--- config.mk ---
export PLATFORM = sky130hd
export DESIGN_NAME = mhd_pair_gen
export DESIGN_NICKNAME = d
export VERILOG_FILES = /design/src/rtl/mhd_pair_gen.sv
export SDC_FILE = /design/constraint.sdc
export NUM_CORES = 1
export LEC_CHECK = 0
export ABC_CLOCK_PERIOD_IN_PS = 2500
export BUFFER_PORTS_ARGS = -buffer_cell sky130_fd_sc_hd__buf_2
export CORE_UTILIZATION = 42
export DETAILED_ROUTE_END_ITERATION = 6
export SKIP_LAST_GASP = 1
export SLEW_MARGIN = 0
export SYNTH_ARGS = -nofsm -noshare
export SYNTH_HDL_FRONTEND = slang
export SYNTH_SLANG_ARGS = --single-unit
--- constraint.sdc ---
create_clock -name clk -period 2.5 [get_ports clk]
set_clock_uncertainty 0.1 [all_clocks]
set_input_delay 0.375 -clock clk [delete_from_list [all_inputs] [get_ports clk]]
set_output_delay 0.375 -clock clk [all_outputs]
set_load 0.01 [all_outputs]
--- src/rtl/mhd_pair_gen.sv ---
// rtl/mhd_pair_gen.sv - LFSR-driven operand pair source with exact Hamming distance (optional checker: MHD_GEN_SELFCHECK_EN)
module mhd_pair_gen #(
    parameter int          WIDTH = 18,
    parameter logic [31:0] SEED  = 32'h1,
    parameter int          HDW   = 6
) (
    input  logic             clk,
    input  logic             rst_n,
    input  logic             start,
    input  logic [HDW-1:0]   target_hd,
    input  logic [15:0]      num_pairs,
    output logic             out_valid,
    input  logic             out_ready,
    output logic [WIDTH-1:0] out_a,
    output logic [WIDTH-1:0] out_b,
    output logic [HDW-1:0]   out_hd,
    output logic             busy,
    output logic             done,
    output logic             err
);

    // A zero seed would lock the LFSR, so it is replaced by 1.
    localparam logic [31:0]    SEED_EFF = (SEED == 32'h0) ? 32'h1 : SEED;
    localparam logic [31:0]    LFSR_FB  = 32'hA3000000;
    localparam logic [HDW-1:0] WIDTH_HD = HDW'(WIDTH);
    localparam logic [5:0]     WIDTH_IX = 6'(WIDTH);

    typedef enum logic [1:0] {
        IDLE  = 2'd0,
        BUILD = 2'd1,
        EMIT  = 2'd2,
        DONE  = 2'd3
    } state_t;

    state_t             state_q;
    logic [31:0]        lfsr_q;
    logic [WIDTH-1:0]   a_q;
    logic [31:0]        mask_q;
    logic [HDW-1:0]     set_q;
    logic [HDW-1:0]     hd_q;
    logic [15:0]        cnt_q;

    logic [31:0]        lfsr_next;
    logic [4:0]         idx;
    logic               idx_ok;
    logic [HDW-1:0]     clamped_hd;

    // Next LFSR value, candidate bit index and clamped distance.
    always_comb begin
        lfsr_next  = {1'b0, lfsr_q[31:1]} ^ (lfsr_q[0] ? LFSR_FB : 32'h0);
        idx        = lfsr_q[4:0];
        idx_ok     = ({1'b0, idx} < WIDTH_IX);
        clamped_hd = (target_hd > WIDTH_HD) ? WIDTH_HD : target_hd;
    end

    // Control FSM with registered outputs; BUILD tests completion before it adds a bit.
    always_ff @(posedge clk or negedge rst_n) begin
        if (!rst_n) begin
            state_q   <= IDLE;
            lfsr_q    <= SEED_EFF;
            a_q       <= '0;
            mask_q    <= '0;
            set_q     <= '0;
            hd_q      <= '0;
            cnt_q     <= '0;
            out_valid <= 1'b0;
            out_a     <= '0;
            out_b     <= '0;
            out_hd    <= '0;
            busy      <= 1'b0;
            done      <= 1'b0;
        end else begin
            done <= 1'b0;
            case (state_q)
                IDLE: begin
                    if (start) begin
                        hd_q  <= clamped_hd;
                        cnt_q <= num_pairs;
                        if (num_pairs != 16'd0) begin
                            state_q <= BUILD;
                            busy    <= 1'b1;
                            a_q     <= lfsr_q[WIDTH-1:0];
                            mask_q  <= '0;
                            set_q   <= '0;
                        end else begin
                            state_q <= DONE;
                            done    <= 1'b1;
                        end
                    end
                end
                BUILD: begin
                    lfsr_q <= lfsr_next;
                    if (set_q == hd_q) begin
                        state_q   <= EMIT;
                        out_valid <= 1'b1;
                        out_a     <= a_q;
                        out_b     <= a_q ^ mask_q[WIDTH-1:0];
                        out_hd    <= hd_q;
                    end else if (idx_ok && !mask_q[idx] && (set_q < hd_q)) begin
                        mask_q[idx] <= 1'b1;
                        set_q       <= set_q + 1'b1;
                    end
                end
                EMIT: begin
                    if (out_ready) begin
                        out_valid <= 1'b0;
                        lfsr_q    <= lfsr_next;
                        cnt_q     <= cnt_q - 16'd1;
                        if (cnt_q == 16'd1) begin
                            state_q <= DONE;
                            busy    <= 1'b0;
                            done    <= 1'b1;
                        end else begin
                            state_q <= BUILD;
                            a_q     <= lfsr_q[WIDTH-1:0];
                            mask_q  <= '0;
                            set_q   <= '0;
                        end
                    end
                end
                default: begin
                    state_q <= IDLE;
                end
            endcase
        end
    end

`ifdef MHD_GEN_SELFCHECK_EN
    function automatic logic [HDW-1:0] popcount(input logic [WIDTH-1:0] v);
        logic [HDW-1:0] c;
        c = '0;
        for (int i = 0; i < WIDTH; i++) begin
            c = c + HDW'(v[i]);
        end
        return c;
    endfunction

    logic err_q;

    // Sticky flag: distance of each accepted pair must match its reported distance.
    always_ff @(posedge clk or negedge rst_n) begin
        if (!rst_n) begin
            err_q <= 1'b0;
        end else if (out_valid && out_ready && (popcount(out_a ^ out_b) != out_hd)) begin
            err_q <= 1'b1;
        end
    end

    assign err = err_q;
`else
    assign err = 1'b0;
`endif

endmodule

# Word level (Yosys, flattened, before mapping)
# Cells that the tools add are included.
word_totals:
  wordCells: 102
  out_inout_bits: 46
  inputBits: 26
  regBits: 157
op_classes:
  n_reduce_logical: 18
  n_eq_ne: 12
  n_lt_le_gt_ge: 5
  bitwise: 3
  muxes: 49
  add_sub_neg: 2
op_table:
  columns: ["op", "count"]
  rows:
  - ["$mux W32", 8]
  - ["$pmux W32 S3", 1]
  - ["$mux W18", 4]
  - ["$pmux W32 S2", 1]
  - ["$mux W6", 7]
  - ["$pmux W18 S2", 1]
  - ["$mux W16", 2]
  - ["$or A32 B32 Y32", 1]
  - ["$pmux W16 S2", 1]
  - ["$xor A31 B32 Y32", 1]
  - ["$pmux W6 S3", 1]
  - ["$xor A18 B18 Y18", 1]
  - ["$eq A16 B1 Y1 const B", 1]
  - ["$ne A2 B2 Y1 const B", 8]
  - ["$reduce_bool A16 Y1", 1]
  - ["$sub A16 B1 Y16 const B", 1]
  - ["$mux W1", 12]
  - ["$mux W2", 5]
  - ["$reduce_and A5 Y1", 2]
  - ["$reduce_and A3 Y1", 3]
  - ["$reduce_and A7 Y1", 1]
  - ["$add A6 B1 Y6 const B", 1]
  - ["$eq A6 B6 Y1", 1]
  - ["$gt A6 B5 Y1 const B", 1]
  - ["16 further kinds", 23]

# Logic depth before layout (Yosys ltp)
logic_depth:
  depth_word: 8
  depth_mapped: 11
  ltp_nobuf: 8

# Worst setup path after synthesis
# OpenSTA, ideal clock, no wires.
synth_timing:
  path_kind: "register -> register"
  start: "register lfsr_q[0]"
  end: "register set_q[0]"
  stages_incl_launch_ff: 8
  path_buffers: 2
  setup_time_ps: 127
  period_less_slack_ps: 2630
  arrival_ps: 2403
  t_required_ps: 2273
  setup_slack_ps: -130
  cell_sequence: "dfstp_2 > mux4_2 > a41o_1 > or4_1 > buf_2 > or2_1 > buf_6 > mux2_1"
synth_via:
  elab_chain_len: 7
  word_cells_on_any_way: 8
  classes_between: "1 x order compare; 1 x eq/ne; 2 x mux; 4 x reduce/logical"
synth_lines:
  columns: ["element", "line_no", "rtl"]
  rows:
  - ["start: declaration", "36", "logic [31:0] lfsr_q;"]
  - ["start signal: assignment", "92", "lfsr_q <= lfsr_next;"]
  - ["start signal: assignment", "107", "lfsr_q <= lfsr_next;"]
  - ["$bmux W1 S5", "99", "end else if (idx_ok && !mask_q[idx] && (set_q < hd_q)) begin"]
  - ["$mux W1 (implied by the code)", "99", null]
  - ["$logic_not A1 Y1", "99", null]
  - ["$logic_and A1 B1 Y1 * (2 in series)", "99", null]
  - ["$ne A2 B2 Y1 (no source line) *", null, null]
  - ["$reduce_and A7 Y1 (no source line) *", null, null]
  - ["end signal: assignment", "101", "set_q <= set_q + 1'b1;"]
  - ["end: declaration", "39", "logic [HDW-1:0] set_q;"]
# Every way passes the cells marked *; elsewhere a longest branch is shown, timed or not. The select of a mux whose other input is x is not followed.
# A chain may end at the register's enable or synchronous reset.

# Worst setup path after layout
layout_timing:
  start: "register lfsr_q[0]"
  end: "register set_q[2]"
# Same word-level chain as after synthesis.

==> implementation parameters <==
Parameter                              Value

Yosys
  Area contributors post-synth ... dfrtp_1 54%, mux2_2 12%, a21oi_1 3.4%, o21ai_0 3.1%, xnor2_1 2.8%
  Dominant combinational cell family by area after synthesis ... multiplexers
  Yosys top cell by area ... dfrtp_1
  Post-synthesis xor/xnor area fraction ... 2.81%
  Post-synthesis instance area ... around 0.0065 mm^2
  Complex-gate fraction of the synthesized area ... 11.3%
  Synthesized-area fraction occupied by adder cells ... 1.72%
  Area fraction of the dominant cell type after synthesis ... 54.3%
  Per-instance average area after synthesis ... 11.0 um^2
  Basic-gate share of the synthesized area counting and, or, nand and nor cells ... 12.1%
  Post-synthesis sequential area ratio ... 54.7%
  Number of warnings printed during yosys synthesis ... 0
  Number of flops mapped to enable cells by yosys ... 0
  Synth Flop Type ... dfrtp_1
  Number of distinct library cells after synthesis ... 54
  Proportion of synthesized area in mux cells ... 14.0%
  #FFs+latches synth ... around 140
  Nets in the synthesized netlist ... between 600 and 700
  Fraction of synthesis flops using an asynchronous set or reset pin ... 100%
  Number of instances in the synthesized netlist ... 595

Clocking
  CTS tree ... yes
  Max Buffers Root-to-Sink ... 2
  Clock sink count ... 143
  Setup fix buffers added after clock tree synthesis ... 0
  CTS Root Buffer Type ... clkbuf_16
  Inserted Clock Buffers ... 17
  Number of levels the H-tree was split into ... 4
  CTS clk-pin slew, worst paths ... 0.06 ns
  Clock latency on the worst-skew pair ... ~0.42 ns

Global routing
  Largest net degree at the start of global routing ... 62
  Overflow after GRT ... 0
  Met3 Resource Use GR ... 4.60%
  Overall track demand over capacity in global routing ... 19.2%
  Number of antenna violations at the first check in global routing ... 0
  Vias in the first global route ... 4925
  Met2 Use GR ... between 30% and 40%
  GR peak layer ... met2
  Wire length of the first global-routing pass ... 24100 um
  Routing usage on met1 ... 23.9%

Worst setup path
  Crit path kind ... reg -> reg
  Crit start category ... register
  Type of element capturing the critical path ... register
  Worst path arrival time ... 2.81 ns
  Highest fanout seen on the critical path ... 6
  Worst Path Required ... 2.73 ns

Worst hold path
  Worst Hold Class ... in -> reg

Timing
  Final setup violation count ... 16
  Final-layout setup total negative slack ... -0.546 ns
  Setup slack after layout ... -0.0756 ns
  Final Hold Vio Count ... 0
  Final Slew Violations ... 0
  Unrepaired setup endpoints after global routing ... true
  Hold_ws ... 0.0959 ns
  Normalized max-slew margin ... around half
  Slew of the pin with the lowest slew margin ... 0.738 ns
  Fmax ... 388 MHz
  Clock period minus final worst setup slack ... 2.58 ns
  Share of the clock period used by the worst path ... 103%

Floorplan
  Die ar. ... around 0.016 mm^2
  Area inside the core boundary ... 0.0152 mm^2
  Die width ... between 100 and 150 um
  Die extent in y ... 127 um
  Number of standard-cell rows in the floorplan ... 45
  Initial Utilization ... between 40% and 50%
  I/O Pins ... 72

Outcome
  Violations in the final reports ... negative setup slack
  Result of the run ... finished with violations

Power
  Sequential power share ... roughly two fifths
  Clock power share ... between 20% and 30%
  Cell internal pwr ... around 5.9 mW
  Switching power of the nets ... 3.05 mW
  Power density relative to cell area ... between 1000 and 1500 mW/mm^2
  Comb power frac ... 33.2%
  Peak supply drop ... between 500 and 600 uV
  Leak Pwr ... 3.74 nW
  Switching Fraction ... 34.2%

Finish
  Synthesis-to-layout area growth ... 23.1%
  Layout cell share with drive strength beyond 1 ... 33.0%
  Commonest non-fill, non-tap cell in the layout ... dfrtp_1
  Nets@finish ... 729
  Fill cell instance count of the final layout ... 1347
  Total inserted antenna cells ... 0
  Most frequent cells in the layout ... 142 x dfrtp_1, 69 x mux2_2, 69 x buf_2

Drt
  Drt first-iter violations ... 256
  Total wirelength of the detailed-routed design ... 14300 um
  DRC errors left ... 0
  Vias ... 4860
  Final antenna-violating net count ... 0
  Number of iterations in the first detailed-routing pass ... 4
  Average wire length per cell after detail routing ... 15.9 um
  Detailed-route vias per instance ... between 5 and 6

Placement
  Quantity of I/O buffers inserted on ports ... 70
  RePlAce Congestion ... 0.856
  Hpwl dp ... 9920 um

Flow run
  Max-capacitance violation count ... 0
[metal layers]
| layer | part of all wire, % | up-vias |
|---|---|---|
| met2 | 49 | 92 |
| met4 | 1.2 | 0 |
| li1 | - | 2327 |
| met5 | 0 | - |
| met3 | 3.2 | 16 |
| met1 | 46 | 2425 |
[critical path, cell delays in order, from the launching register on]
cell	delay, ns
dfstp_2	0.55
mux4_2	0.49
a41o_1	0.23
or4_4	0.43
buf_6	0.16
or4_1	0.39
a21oi_1	0.13
[synthesized netlist by cell type (5+ instances only)]
cell	number
a21oi_1	44
a22oi_1	5
buf_2	5
clkbuf_1	30
dfrtp_1	142
ha_1	9
inv_1	15
mux2_2	69
mux2i_1	8
nand2_1	47
nand2b_1	9
nand3_1	16
nand4_1	6
nor2_1	45
nor3_1	13
nor4_1	9
o21ai_0	40
o41ai_1	5
xnor2_1	21
[kinds of logic (layout without fill, tap and decap cells)]
logic type,after synthesis,count (layout)
simple gates,166,166
other cells,1,1
flops,143,143
compound gates,123,123
buf+inv,52,164
fa+ha+maj,9,9
xor+xnor,21,21
mux,80,80
[power groups by stage]
| stage | clock, mW | combinational (mW) | sequential [mW] |
|---|---|---|---|
| floorplan | 0 | 1.92 | 3.45 |
| global placement | 0 | 2.79 | 3.50 |
| detailed placement | 0 | 2.87 | 3.53 |
| CTS | 2.53 | 2.95 | 3.50 |
| global route | 2.63 | 3.29 | 3.59 |
| finish | 2.47 | 2.96 | 3.49 |
[metrics by stage]
stage,area (um^2),total power [mW],instances,util (%),worst slack (ns)
final,8050,8.92,895,53.0,-0.0756
after global routing,8050,9.51,895,53.0,-0.124
after CTS,8010,8.98,895,52.7,-0.0532
after detailed placement,7380,6.40,862,48.5,-0.155
after global placement,7380,6.29,862,48.5,-0.104
after floorplan,6540,5.37,595,-,-0.130
[flip-flops by register name, indices dropped and copies added, names as in the netlist]
| register | flops |
|---|---|
| a_q | 18 |
| mask_q | 18 |
| out_valid | 1 |
| out_b | 18 |
| set_q | 6 |
| lfsr_q | 32 |
| state_q | 2 |
| busy | 1 |
| cnt_q | 16 |
| out_hd | 6 |
| out_a | 18 |
| hd_q | 6 |
| done | 1 |
[final cells by class]
type | count | area (um^2) | area share, %
sequential | 143 | 3580 | 44.5
inverter | 15 | 56.3 | 0.699
clock inverter | 12 | 125 | 1.55
multi-input combinational | 400 | 2830 | 35.1
clock buffer | 20 | 457 | 5.67
timing repair buffer | 117 | 769 | 9.56
tap | 188 | 235 | 2.92
[final timing paths]
path                       slack [ns]  cells after the start             startpoint                    end
max                             -0.08                      6  lfsr_q[0]$_DFFE_PN1P_   set_q[2]$_DFFE_PN0P_
min                               0.1                      2                  start    hd_q[5]$_DFFE_PN0P_
max reg2reg                     -0.08                      6  lfsr_q[0]$_DFFE_PN1P_   set_q[2]$_DFFE_PN0P_
min reg2reg                      0.37                      1  out_valid$_DFFE_PN0P_  out_valid$_DFFE_PN0P_
max in group asynchronous        1.21                      3                  rst_n  out_a[12]$_DFFE_PN0P_
min in group asynchronous        0.37                      2                  rst_n   cnt_q[4]$_DFFE_PN0P_
[timing repair]
action	in CTS	in global routing
hold endpoints to repair	45	0
resized for setup	9	8
setup endpoints to repair	24	41
pin swaps	2	0
hold buffers	1	0
(Power assumes the default switching activity.)
